## config.mk

```make
export PLATFORM = sky130hd
export DESIGN_NAME = led_pattern_ctrl
export DESIGN_NICKNAME = d
export VERILOG_FILES = /design/src/rtl/led_pattern_ctrl.sv
export SDC_FILE = /design/constraint.sdc
export NUM_CORES = 1
export LEC_CHECK = 0
export ABC_AREA = 1
export CORE_UTILIZATION = 35
export DETAILED_ROUTE_END_ITERATION = 12
export GPL_TIMING_DRIVEN = 0
export MAX_ROUTING_LAYER = met4
export PLACE_DENSITY = 0.49
export SLEW_MARGIN = 25
export SYNTH_ARGS = -nofsm -noshare
export SYNTH_HDL_FRONTEND = slang
export SYNTH_SLANG_ARGS = --single-unit
```

## constraint.sdc

```tcl
create_clock -name clk -period 2.05 [get_ports clk]
set_input_delay 0.615 -clock clk [delete_from_list [all_inputs] [get_ports clk]]
set_output_delay 0.615 -clock clk [all_outputs]
set_load 0.02 [all_outputs]
```

## src/rtl/led_pattern_ctrl.sv

```systemverilog
// Multi-channel LED pattern generator: per-channel off/on/slow/fast blink,
// fixed-duty PWM dim and triangle-ramped breathing, one registered output per LED.
module led_pattern_ctrl #(
    parameter int N_CH         = 4,
    parameter int CNT_W        = 30,
    parameter int HALF_SLOW    = 50000000,
    parameter int HALF_FAST    = 5000000,
    parameter int PWM_W        = 8,
    parameter int BREATHE_STEP = 200000
) (
    input  logic                clk,
    input  logic                rstn,
    input  logic [3*N_CH-1:0]   mode,
    input  logic [PWM_W-1:0]    duty,
    output logic [N_CH-1:0]     led
);

    typedef enum logic [2:0] {
        M_HOLD    = 3'd0,
        M_SLOW    = 3'd1,
        M_FAST    = 3'd2,
        M_ON      = 3'd3,
        M_OFF     = 3'd4,
        M_DIM     = 3'd5,
        M_BREATHE = 3'd6,
        M_HOLD7   = 3'd7
    } mode_e;

    localparam logic [CNT_W-1:0] SLOW_LAST    = CNT_W'(HALF_SLOW - 1);
    localparam logic [CNT_W-1:0] FAST_LAST    = CNT_W'(HALF_FAST - 1);
    localparam logic [CNT_W-1:0] STEP_LAST    = CNT_W'(BREATHE_STEP - 1);
    localparam logic [PWM_W-1:0] PWM_MAX      = '1;

    logic [PWM_W-1:0] r_pwm_cnt;
    logic [PWM_W-1:0] r_duty_q;

    // Shared PWM timebase; duty is sampled only at the frame boundary so a
    // DIM channel never sees a width change part-way through a frame.
    // NOTE: sequential state uses non-blocking assignments so every register
    // samples pre-edge values regardless of block ordering.
    always_ff @(posedge clk or negedge rstn) begin
        if (!rstn) begin
            r_pwm_cnt <= '0;
            r_duty_q  <= '0;
        end else begin
            r_pwm_cnt <= r_pwm_cnt + PWM_W'(1);
            if (r_pwm_cnt == PWM_MAX)
                r_duty_q <= duty;
        end
    end

    for (genvar gi = 0; gi < N_CH; gi++) begin : g_ch
        mode_e             w_req;
        mode_e             r_am;
        logic [CNT_W-1:0]  r_cnt;
        logic [CNT_W-1:0]  w_last;
        logic [PWM_W-1:0]  r_level;
        logic              r_dir_down;
        logic              r_led;
        logic              w_load;
        logic              w_hit;

        assign w_req  = mode_e'(mode[3*gi +: 3]);
        assign w_load = (w_req != M_HOLD) && (w_req != M_HOLD7) && (w_req != r_am);
        assign w_hit  = (r_cnt == w_last);
        assign led[gi] = r_led;

        // NOTE: every combinational output gets a default first so no latch is inferred.
        always_comb begin
            w_last = STEP_LAST;
            case (r_am)
                M_SLOW:  w_last = SLOW_LAST;
                M_FAST:  w_last = FAST_LAST;
                default: w_last = STEP_LAST;
            endcase
        end

        // A mode load wins over any toggle/step due in the same cycle.
        always_ff @(posedge clk or negedge rstn) begin
            if (!rstn) begin
                r_am       <= M_OFF;
                r_cnt      <= '0;
                r_level    <= '0;
                r_dir_down <= 1'b0;
                r_led      <= 1'b0;
            end else if (w_load) begin
                r_am       <= w_req;
                r_cnt      <= '0;
                r_level    <= '0;
                r_dir_down <= 1'b0;
                r_led      <= (w_req == M_SLOW) || (w_req == M_FAST) || (w_req == M_ON);
            end else begin
                case (r_am)
                    M_SLOW, M_FAST: begin
                        if (w_hit) begin
                            r_cnt <= '0;
                            r_led <= ~r_led;
                        end else begin
                            r_cnt <= r_cnt + CNT_W'(1);
                        end
                    end
                    M_ON:  r_led <= 1'b1;
                    M_OFF: r_led <= 1'b0;
                    M_DIM: r_led <= (r_pwm_cnt < r_duty_q);
                    M_BREATHE: begin
                        r_led <= (r_pwm_cnt < r_level);
                        if (w_hit) begin
                            r_cnt <= '0;
                            // Reverse at the endpoints so each extreme lasts one step.
                            if (!r_dir_down) begin
                                if (r_level == PWM_MAX) begin
                                    r_dir_down <= 1'b1;
                                    r_level    <= r_level - PWM_W'(1);
                                end else begin
                                    r_level    <= r_level + PWM_W'(1);
                                end
                            end else begin
                                if (r_level == '0) begin
                                    r_dir_down <= 1'b0;
                                    r_level    <= r_level + PWM_W'(1);
                                end else begin
                                    r_level    <= r_level - PWM_W'(1);
                                end
                            end
                        end else begin
                            r_cnt <= r_cnt + CNT_W'(1);
                        end
                    end
                    default: r_led <= r_led;
                endcase
            end
        end
    end

endmodule

```

## Word-level counts from Yosys, hierarchy flattened

Index checks and enable logic that the tools add are counted.

- $add $sub $neg: 13
- Order comparisons: 5
- Eq/ne operators: 57
- Mux-type cells: 76
- Bitwise operators: 4
- Reductions and logical operators: 56

Operator list:

| kind | count |
|---|---|
| two-way mux 30 bit | 12 |
| case mux 26 bit (2 select lines) | 4 |
| two-way mux 8 bit | 24 |
| adder 30 x 1 -> 30 bit (second input constant) | 4 |
| == test 30 bit | 4 |
| == test 3 x 2 -> 1 bit (second input constant) | 16 |
| adder 8 x 1 -> 8 bit (second input constant) | 5 |
| == test 8 bit (second input constant) | 5 |
| < comparator 8 bit | 5 |
| == test 3 bit (second input constant) | 12 |
| zero test 8 bit | 4 |
| two-way mux 1 bit | 32 |
| subtractor 8 x 1 -> 8 bit (second input constant) | 4 |
| == test 3 x 1 -> 1 bit (second input constant) | 8 |
| != test 3 bit (second input constant) | 8 |
| nonzero test 2 bit | 12 |
| nonzero test 6 bit | 4 |
| case mux 1 bit (5 select lines) | 4 |
| AND reduction 2 bit | 8 |
| != test 3 bit | 4 |
| nonzero test 3 bit | 4 |
| OR reduction 3 bit | 4 |
| logical AND 1 bit | 8 |
| logical OR 1 bit | 8 |
| other kinds (2) | 8 |

- Register bits after elaboration: 188
- Bits of input ports: 22
- Logic and storage cells: 233

## Depth between registers and ports, before layout

Gate-level depths: netlist of run 1.

- Word-level depth: 6
- Depth in mapped cells: 14
- Mapped depth without buffers: 13

## Least setup slack after synthesis of run 1

OpenSTA, ideal clock, no wires.

- Path kind: input to register
- Start: input port mode[9]
- End: register g_ch[3].r_level[3]
- Setup time: 0.076 ns
- Arrival time: 1.688 ns
- Data required time: 1.974 ns
- Setup slack: 0.285 ns
- Cell stages on the path: 9
- Cell sequence: o21bai_1 -> nand2_1 -> nand2_1 -> clkbuf_1 -> nand2_1 -> nand2_1 -> buf_2 -> nand2_1 -> o21ai_1

- Cells in the longest elaborated chain, start to end: 5
- Elaborated cells between the ends (all ways): 9

RTL lines:

| what | line | RTL |
|---|---|---|
| start, declared | 13 | `input logic [3*N_CH-1:0] mode,` |
| != test 3 bit / nonzero test 3 bit (equally long branches) | 64 | `assign w_load = (w_req != M_HOLD) && (w_req != M_HOLD7) && (w_req != r_am);` |
| logical AND 1 bit | 64 |  |
| logical AND 1 bit * | 64 |  |
| nonzero test 2 bit (no line) | -- |  |
| AND reduction 2 bit (no line) | -- |  |
| end signal, assigned | 113 | `r_level <= r_level - PWM_W'(1);` |
| end signal, assigned | 115 | `r_level <= r_level + PWM_W'(1);` |
| end signal, assigned | 120 | `r_level <= r_level + PWM_W'(1);` |
| end, declared | 57 | `logic [PWM_W-1:0] r_level;` |

Mark *: on every way between the ends. The rest lies on a longest branch, timed or not.
A chain may end at the register's enable or synchronous reset.

## Worst setup path in the final report of run 1

- Start: register g_ch[3].r_led
- End: output port led[3]

RTL lines:

| what | line | RTL |
|---|---|---|
| start, declared | 59 | `logic r_led;` |
| start signal, assigned | 91 | `r_led <= (w_req == M_SLOW) \|\| (w_req == M_FAST) \|\| (w_req == M_ON);` |
| start signal, assigned | 97 | `r_led <= ~r_led;` |
| start signal, assigned | 104 | `M_DIM: r_led <= (r_pwm_cnt < r_duty_q);` |
| end, declared | 15 | `output logic [N_CH-1:0] led` |

No word-level cell between the ends.

==> impl_metrics.py, run 1 <==
metrics = {
    "run_status": {
        "status": "complete, no violations",
    },
    "grt": {
        "grt_max_degree": 86,
        "grt_overflow": 0,
        "grt_usage": 0.203,
        "grt_pass1_wl_um": 63700,
        "grt_pass1_vias": 12200,
        "antenna_found_initial": 0,
    },
    "sta": {
        "tightest_slew_ns": 0.641,
        "tns_ns": 0,
        "setup_viol": 0,
        "hold_viol_final": 0,
        "final_max_slew_viol_count": 0,
        "relSlewSlack": 0.569,
        "finalCritPeriodShare": 0.973,
        "rsz0062_at_grt": "true",
        "finClkSkew_ns": 0.00732,
        "fmax_ghz": 0.502,
        "finalCriticalPeriod_ns": 1.99,
    },
    "clocking": {
        "root_buffer": "clkbuf_16",
        "cts_tree": "done",
        "clock-sinks": 188,
        "insertion_delay_ns": 0.49,
        "numCtsBuffers": 17,
        "ctsHtreeMaxLevel": 4,
        "path_clk_slew_ns": 0.07,
        "clockBufferDepth": 2,
        "cts_hold_buffers": 0,
    },
    "min_path": {
        "hold_path_class": "input port to async pin",
    },
    "synthesis": {
        "synthFlopType": "dfrtp_1",
        "synth_edf_count": 0,
        "syn_nets": 2070,
        "synth_largest_area_cell": "dfrtp_1",
        "synth_cell_type_count": 50,
        "seq_area_frac_synth": 0.343,
        "postSynthCellCount": 1996,
        "netlist_top_cells_area": "dfrtp_1, nand2_1, nor2_1",
        "synth_top_area_share": 0.335,
        "yosys_warnings": 0,
        "async_reset_ff_frac": 1.00,
        "syn-cell-area_um2": 13700,
        "avgSynthCellArea_um2": 6.89,
        "synth_seq_cells": 188,
    },
    "worst_setup_path": {
        "crit_path_max_fanout": 3,
        "critical_path_class": "flop to output pin",
        "arrival_ns": 1.38,
        "cp.required_ns": 1.43,
        "worst_setup_path_end_kind": "output pin",
        "cp-start-kind": "flop",
    },
    "drt": {
        "drt-total-wl_um": 38300,
        "vias": 13000,
        "wl_per_cell_um": 14.6,
        "first_pass_iters": 5,
        "avgViaCountPerCell": 4.96,
        "route.detailed.drc": 0,
        "drt_iter0_drc": 757,
        "ant_nets": 0,
    },
    "layout": {
        "drive_gt1_frac": 0.139,
        "seqCellArea_um2": 4720,
        "num-fill-cells": 4058,
        "syn_to_final_growth_pct": 17.5,
        "antenna_cells": 0,
        "finish.utilization": 0.417,
        "num-nets-final": 2170,
        "fin_area_um2": 16200,
        "multi_input_area_um2": 8150,
    },
    "power": {
        "p_leak_uw": 0.00737,
        "ir_drop_mv": 0.576,
        "power.density_nw_per_um2": 717,
    },
    "job": {
        "drv_cap": 0,
    },
    "floorplan": {
        "initial_core_util": 0.355,
        "dieArea_um2": 40100,
        "row_count": 72,
        "die_h_um": 200,
        "top_level_ports": 26,
        "die_w_um": 200,
        "core-area_um2": 38700,
    },
    "place": {
        "hpwlAfterDp_um": 28100,
        "portBuffers": 25,
        "gp_congestion": 0.928,
        "placed_area_um2": 14700,
    },
}
==> registers in the layout (all words and copies together) (netlist names) <==
name	cells
r_pwm_cnt	8
g_ch.r_cnt	120
g_ch.r_led	4
g_ch.r_am	12
g_ch.r_dir_down	4
r_duty_q	8
g_ch.r_level	32
==> power by group <==
group / leakage [µW] / total [µW] / switching, µW / internal (µW)
Clock: 0.000267 / 3320 / 1640 / 1680
Sequential: 0.00253 / 4250 / 282 / 3970
Combinational: 0.00457 / 4010 / 2450 / 1560
==> cells in the final DEF, fill, tap and decap left out, types with 7 or more instances in the layout <==
| master | count |
|---|---|
| nand2_1 | 475 |
| nor2_1 | 256 |
| inv_1 | 220 |
| nand3_1 | 185 |
| dfrtp_1 | 173 |
| o21ai_0 | 75 |
| nor3_1 | 73 |
| xor2_1 | 72 |
| a21oi_1 | 70 |
| buf_4 | 63 |
| nand4_1 | 57 |
| ha_1 | 49 |
| o21ai_1 | 21 |
| xnor2_1 | 20 |
| inv_2 | 19 |
| nand2_2 | 18 |
| clkbuf_16 | 18 |
| nor2_2 | 16 |
| clkdlybuf4s50_1 | 16 |
| nand3_2 | 13 |
| buf_2 | 12 |
| buf_6 | 11 |
| nor3_2 | 11 |
| o21ai_2 | 11 |
| dfrtp_2 | 11 |
| nor2_4 | 9 |
| nand3b_1 | 8 |
| or2_2 | 8 |
| nand2_4 | 7 |
==> synth_stat cells (2+ instances only) <==
cell type and n:
nand4_1 57, nand3b_1 8, o22ai_1 2, dfrtp_1 184
nand3_1 194, ha_1 52, nor2_2 11, o31ai_1 3
a31oi_1 6, clkinv_1 3, nand2_2 9, buf_4 12
o21bai_1 3, o21ai_0 77, buf_2 19, dfstp_2 4
nor3_2 8, nand3_2 7, xnor2_1 20, nand2_4 5
inv_2 12, o21ai_2 13, nor3b_1 5, buf_6 7
nor2_1 268, o21ai_1 21, a21boi_0 2, clkbuf_1 8
and3_1 4, nor2_4 2, xor2_1 72, o211ai_1 4
inv_1 228, nand3_4 2, or2_2 8, a21oi_1 72
nor3_1 77, inv_4 2, nand2_1 489, nor4_1 6
==> critical path, cell delays in order, from the launching register on <==
cell and delay (ns):
dfrtp_1 0.42, buf_4 0.16, dlygate4sd2_1 0.31
==> worst paths after layout <==
| kind | endpoint | startpoint | cells past startpoint | slack (ns) |
|---|---|---|---|---|
| max in group asynchronous | g_ch[0].r_cnt[5] | rstn | 2 | 1.23 |
| min in group clk | g_ch[3].r_am[2] | mode[11] | 3 | 0.44 |
| min | g_ch[2].r_level[3] | rstn | 1 | 0.02 |
| max reg2reg | g_ch[0].r_cnt[18] | g_ch[0].r_am[2] | 13 | 0.07 |
| min reg2reg | g_ch[0].r_level[0] | g_ch[0].r_level[0] | 1 | 0.52 |
| max | led[3] | g_ch[3].r_led | 2 | 0.06 |
==> layer usage <==
metal | global-route usage | vias up | part of all wire
met1 | 0.276 | 6075 | 0.49
li1 | - | 6689 | -
met3 | 0.0325 | 36 | 0.037
met2 | 0.309 | 235 | 0.45
met4 | 0.0635 | 0 | 0.014
met5 | - | - | 0
==> per-stage QoR <==
step                total power [µW]  instances  setup WS (ns)  hold WS (ns)
finish                         11600       2627         0.0562        0.0209
global route                   12400       2627        -0.0281        0.0296
CTS                            11300       2583       -0.00724       0.00200
detailed placement              7770       2541         -0.704         0.508
global placement                7760       2539          -8.20         0.495
floorplan                       6730       1996          0.285         0.319
==> cell families (layout without fill, tap and decap cells) <==
family | after synthesis | count (layout) | synth area share
AND/OR/NAND/NOR | 1165 | 1165 | 0.380
XOR/XNOR | 92 | 92 | 0.0586
multiplexers | 1 | 1 | 0.000819
buffers and inverters | 293 | 406 | 0.0893
AO/OA/AOI/OAI | 205 | 205 | 0.0815
flip-flops | 188 | 188 | 0.343
adder cells (fa/ha/maj) | 52 | 52 | 0.0473
==> area by class of cell <==
cell class              count  share of cell area
multi-input cells        1515               0.504
flip-flops and latches    188               0.292
inverters                 245              0.0583
repair buffers             82              0.0466
well taps                 518              0.0401
clock buffers              17              0.0263
plain buffers              47              0.0237
clock inverters            15             0.00867
==> what timing repair did <==
item | in CTS | in global routing
resized for setup | 33 | 112
cloned | 0 | 1
endpoints found under the setup margin | 141 | 150
buffers inserted | 10 | 44
hold endpoints to repair | 0 | 0
pin swaps | 7 | 32
No activity file was read; power rests on OpenSTA's default activity.
==> run 2, diff against run 1 <==
- CTS_BUF_LIST: not set -> sky130_fd_sc_hd__clkbuf_4 sky130_fd_sc_hd__clkbuf_8
- REMOVE_ABC_BUFFERS: not set -> 1
==> impl_metrics.py, run 2 (synthesis gave the netlist of run 1 again) <==
metrics = {
    "layout": {
        "num-nets-final": 2162,
        "finish.utilization": 0.420,
        "largest_reg_flops": 120,
        "syn_to_final_growth_pct": 18.4,
        "mostFrequentLayoutCells": "nand2_1, nor2_1, inv_1",
        "top_register": "g_ch.r_cnt",
        "final_common_cell": "nand2_1",
        "drive_gt1_frac": 0.148,
        "top_regs": "g_ch.r_cnt (120), g_ch.r_level (32), g_ch.r_am (12)",
    },
    "worst_setup_path": {
        "path_buf_inv": 3,
        "crit_path_max_fanout": 12,
        "cp.required_ns": 2.45,
        "crit_chain": "inv_2 > nand3_2 > inv_1 > o31ai_2 > nand3_2 > o21ai_4 > buf_8 > nor3_1",
        "critical_path_class": "flop to flop",
        "arrival_ns": 2.36,
        "crit_family": "flip-flops",
        "slowest_stage": "dfstp_2",
        "cp-start-kind": "flop",
        "worst_setup_path_end_kind": "flop",
        "critPathMaxStageDelay_ns": 0.61,
        "crit_path_frequent_cell": "nand3_2",
    },
    "clocking": {
        "path_clk_slew_ns": 0.10,
        "root_buffer": "clkbuf_8",
        "numCtsBuffers": 17,
        "insertion_delay_ns": 0.52,
        "ctsHtreeMaxLevel": 4,
        "cts_tree": "done",
        "clock-sinks": 188,
        "clockBufferDepth": 2,
    },
    "sta": {
        "fmax_ghz": 0.509,
        "relSlewSlack": 0.568,
        "finalCritPeriodShare": 0.958,
        "hold_viol_final": 0,
        "tightest_slew_ns": 0.642,
        "finalCriticalPeriod_ns": 1.96,
        "whs_ns": 0.448,
        "rsz0062_at_grt": "true",
        "finClkSkew_ns": 0.0126,
        "final_max_slew_viol_count": 0,
        "setup_viol": 0,
    },
    "min_path": {
        "hold_path_class": "input port to flop",
    },
    "floorplan": {
        "row_count": 72,
        "dieArea_um2": 40100,
        "core-area_um2": 38700,
        "initial_core_util": 0.355,
        "top_level_ports": 26,
        "die_h_um": 200,
        "die_w_um": 200,
    },
    "drt": {
        "wl_per_cell_um": 14.6,
        "drt-total-wl_um": 38300,
        "drt_iter0_drc": 951,
        "vias": 13000,
        "first_pass_iters": 5,
        "avgViaCountPerCell": 4.98,
        "ant_nets": 0,
        "route.detailed.drc": 0,
    },
    "place": {
        "portBuffers": 25,
        "gp_congestion": 0.891,
        "hpwlAfterDp_um": 26500,
    },
    "grt": {
        "grt_pass1_wl_um": 62700,
        "grt_overflow": 0,
        "grt_pass1_vias": 12400,
        "antenna_found_initial": 1,
        "grt_usage": 0.197,
        "grt_max_degree": 83,
    },
    "run_status": {
        "status": "complete, no violations",
    },
    "power": {
        "p_total_uw": 11300,
        "p_leak_uw": 0.00732,
        "power.density_nw_per_um2": 696,
        "ir_drop_mv": 0.469,
    },
    "job": {
        "drv_cap": 0,
    },
}
==> run 2: cell types whose count changed in the layout (fill, tap and decap cells not counted), moves of 8 or more <==
| cell | previous run | this run |
|---|---|---|
| nand2_8 | 3 | 12 |
| buf_6 | 11 | 1 |
| nand2_4 | 7 | 17 |
| clkbuf_16 | 18 | 0 |
| nor2_2 | 16 | 24 |
| clkbuf_8 | 0 | 21 |
| buf_2 | 12 | 0 |
| buf_4 | 63 | 75 |
| nor2_1 | 256 | 248 |
==> run 2: metrics by stage <==
stage / area [µm²] / cells / setup TNS (ns) / worst slack, ns
4_1_cts: 15300 / 2544 / -0.0109 / -0.0109
5_1_grt: 16300 / 2620 / -0.177 / -0.0658
3_5_place_dp: 14400 / 2494 / -168.88 / -1.77
2_1_floorplan: 13400 / 1948 / -10.92 / -0.301
3_3_place_gp: 14300 / 2491 / -1715.84 / -8.32
6_report: 16300 / 2620 / 0 / 0.0870
==> run 2: final cells by class <==
class                      count  area (µm²)
multi-input combinational   1526        8500
sequential                   188        4720
timing repair buffer         110        1010
tap                          518         648
fill                        4039       22500
antenna                        1        2.50
clock inverter                10         138
inverter                     245         967
clock buffer                  22         297
==> run 2: worst paths after layout <==
path | endpoint | cells past startpoint | slack, ns | startpoint
setup reg to reg | g_ch[2].r_cnt[5] | 8 | 0.09 | g_ch[2].r_am[2]
hold / removal | g_ch[1].r_am[2] | 3 | 0.45 | mode[5]
max in group asynchronous | g_ch[1].r_am[1] | 3 | 0.66 | rstn
min in group asynchronous | g_ch[2].r_am[0] | 2 | 0.58 | rstn
hold reg to reg | r_duty_q[6] | 2 | 0.52 | r_duty_q[6]
setup / recovery | g_ch[2].r_cnt[5] | 8 | 0.09 | g_ch[2].r_am[2]
==> run 2: worst min-delay path, delay by kind of cell <==
family                 cells  cell delay [ns]
and+or+nand+nor            1             0.09
buffers and inverters      1             0.19
AOI/OAI and AO/OA          1             0.06
==> run 2: power by group <==
group,internal (µW),switching (µW)
logic,1630,2650
clock network,1340,1420
registers,3970,317
==> run 2: metal layers <==
| layer | up-vias | wire (µm) | global-route usage |
|---|---|---|---|
| li1 | 6703 | - | - |
| met1 | 6063 | 18900 | 0.264 |
| met2 | 229 | 17400 | 0.308 |
| met3 | 47 | 1250 | 0.0247 |
| met4 | 0 | 742 | 0.0613 |
| met5 | - | 0 | - |
==> run 2: repair_timing <==
action,CTS,global route
pin swaps,14,31
endpoints found under the hold margin,41,0
gates resized for setup,61,110
gates cloned,4,7
buffers inserted,13,68
hold buffers,1,0
endpoints found under the setup margin,172,148
==> run 3, diff against run 2 <==
- CORE_MARGIN: not set -> 2
==> impl_metrics.py, run 3 (synthesis gave the netlist of run 1 again) <==
metrics = {
    "drt": {
        "avgViaCountPerCell": 5.02,
        "drt-total-wl_um": 38800,
        "route.detailed.drc": 0,
        "ant_nets": 0,
        "wl_per_cell_um": 14.8,
        "drt_iter0_drc": 859,
        "vias": 13200,
        "first_pass_iters": 6,
    },
    "layout": {
        "largest_reg_flops": 120,
        "antenna_cells": 0,
        "num-fill-cells": 4094,
        "seqCellArea_um2": 4730,
        "syn_to_final_growth_pct": 18.9,
        "top_regs": "g_ch.r_cnt (120), g_ch.r_level (32), g_ch.r_am (12)",
        "multi_input_area_um2": 8460,
        "num-nets-final": 2162,
        "top_register": "g_ch.r_cnt",
        "drive_gt1_frac": 0.150,
        "final_common_cell": "nand2_1",
        "mostFrequentLayoutCells": "nand2_1, nor2_1, inv_1",
    },
    "worst_setup_path": {
        "cp.required_ns": 2.46,
        "path_buf_inv": 2,
        "arrival_ns": 2.40,
        "cp-start-kind": "flop",
        "crit_chain": "ha_2 > nand2_2 > nor2_4 > nand3_4 > inv_2 > nand3_2 > nor2_4 > nand3_4 > nand2_8 > buf_12 > nand2_4 > nand2_1 > o21ai_2",
        "crit_family": "simple AND/OR/NAND/NOR gates",
        "critical_path_class": "flop to flop",
        "crit_path_max_fanout": 7,
        "critPathMaxStageDelay_ns": 0.38,
        "slowest_stage": "dfrtp_1",
        "worst_setup_path_end_kind": "flop",
    },
    "grt": {
        "grt_overflow": 0,
        "grt_max_degree": 88,
        "antenna_found_initial": 0,
        "grt_usage": 0.197,
        "grt_pass1_wl_um": 64100,
        "grt_pass1_vias": 12600,
    },
    "sta": {
        "tns_ns": 0,
        "final.setup.worst_slack_ns": 0.0581,
        "hold_viol_final": 0,
        "final_max_slew_viol_count": 0,
        "finalCritPeriodShare": 0.972,
        "finClkSkew_ns": 0.0151,
        "setup_viol": 0,
        "rsz0062_at_grt": "true",
        "tightest_slew_ns": 0.649,
        "finalCriticalPeriod_ns": 1.99,
        "relSlewSlack": 0.564,
        "fmax_ghz": 0.502,
    },
    "floorplan": {
        "dieArea_um2": 40900,
        "initial_core_util": 0.355,
        "top_level_ports": 26,
        "die_w_um": 202,
        "row_count": 72,
        "die_h_um": 202,
        "core-area_um2": 38700,
    },
    "place": {
        "hpwlAfterDp_um": 26700,
        "gp_congestion": 0.880,
        "portBuffers": 25,
        "place_ws_ns": -1.73,
    },
    "power": {
        "combPwrFrac": 0.365,
        "swShare": 0.386,
        "pwr-share-clk": 0.265,
        "power_switching_uw": 4480,
        "ir_drop_mv": 0.401,
        "p_seq_frac": 0.370,
        "p_leak_uw": 0.00730,
        "p_int_uw": 7120,
        "power.density_nw_per_um2": 710,
    },
    "job": {
        "drv_cap": 0,
    },
    "clocking": {
        "ctsHtreeMaxLevel": 4,
        "insertion_delay_ns": 0.51,
        "cts_tree": "done",
        "root_buffer": "clkbuf_8",
        "clockBufferDepth": 2,
        "path_clk_slew_ns": 0.11,
        "clock-sinks": 188,
        "numCtsBuffers": 17,
    },
    "min_path": {
        "hold_path_class": "flop to flop",
    },
    "run_status": {
        "status": "complete, no violations",
    },
}
run 3: worst reg2reg max path, stage by stage (launching register included):
cell and delay [ns]:
dfrtp_1 0.38, ha_2 0.19, nand2_2 0.08, nor2_4 0.17, nand3_4 0.11, inv_2 0.09
nand3_2 0.09, nor2_4 0.16, nand3_4 0.11, nand2_8 0.16, buf_12 0.12, nand2_4 0.08
nand2_1 0.10, o21ai_2 0.05
run 3: power by group through the flow:
stage          Sequential, µW  Clock [µW]  Combinational (µW)
6_report                 4290        3080                4240
5_1_grt                  4340        3310                4750
4_1_cts                  4290        3170                3550
3_5_place_dp             4350           0                3140
3_3_place_gp             4360           0                3080
2_1_floorplan            4310           0                2190
run 3: through the flow:
step / hold slack [ns] / util / total power (µW) / cells / cell area, µm²
finish: 0.524 / 0.422 / 11600 / 2619 / 16300
detailed placement: 0.498 / 0.372 / 7490 / 2494 / 14400
global route: 0.553 / 0.422 / 12400 / 2619 / 16300
CTS: 0.526 / 0.396 / 11000 / 2543 / 15300
global placement: 0.498 / 0.370 / 7440 / 2491 / 14300
floorplan: 0.319 / - / 6500 / 1948 / 13400
run 3: final cells by class:
| class | count | share of cell area |
|---|---|---|
| sequential | 188 | 0.290 |
| tap | 518 | 0.0397 |
| clock buffer | 19 | 0.0160 |
| inverter | 245 | 0.0587 |
| clock inverter | 13 | 0.0129 |
| multi-input combinational | 1524 | 0.518 |
| timing repair buffer | 112 | 0.0652 |
run 3: worst paths after layout:
path	depth (start not counted)	from	end	slack [ns]
max in group asynchronous	3	rstn	g_ch[0].r_am[2]	0.63
worst max register to register	13	g_ch[0].r_cnt[1]	g_ch[0].r_level[6]	0.06
worst min-delay path	2	g_ch[2].r_cnt[1]	g_ch[2].r_cnt[1]	0.52
worst max-delay path	13	g_ch[0].r_cnt[1]	g_ch[0].r_level[6]	0.06
worst min register to register	2	g_ch[2].r_cnt[1]	g_ch[2].r_cnt[1]	0.52
min in group asynchronous	2	rstn	g_ch[2].r_led	0.60
run 3: timing repair:
item,CTS,global route
hold buffers,1,0
pin swaps,13,39
endpoints found under the hold margin,8,0
gates resized for setup,63,115
cloned,4,5
setup endpoints to repair,172,149
setup buffers,12,71
run 3: metal layers:
layer,track usage,vias to the layer above,part of all wire
li1,-,6687,-
met1,0.271,6177,0.50
met5,-,-,0
met4,0.0435,0,0.013
met3,0.0268,33,0.036
met2,0.308,255,0.45
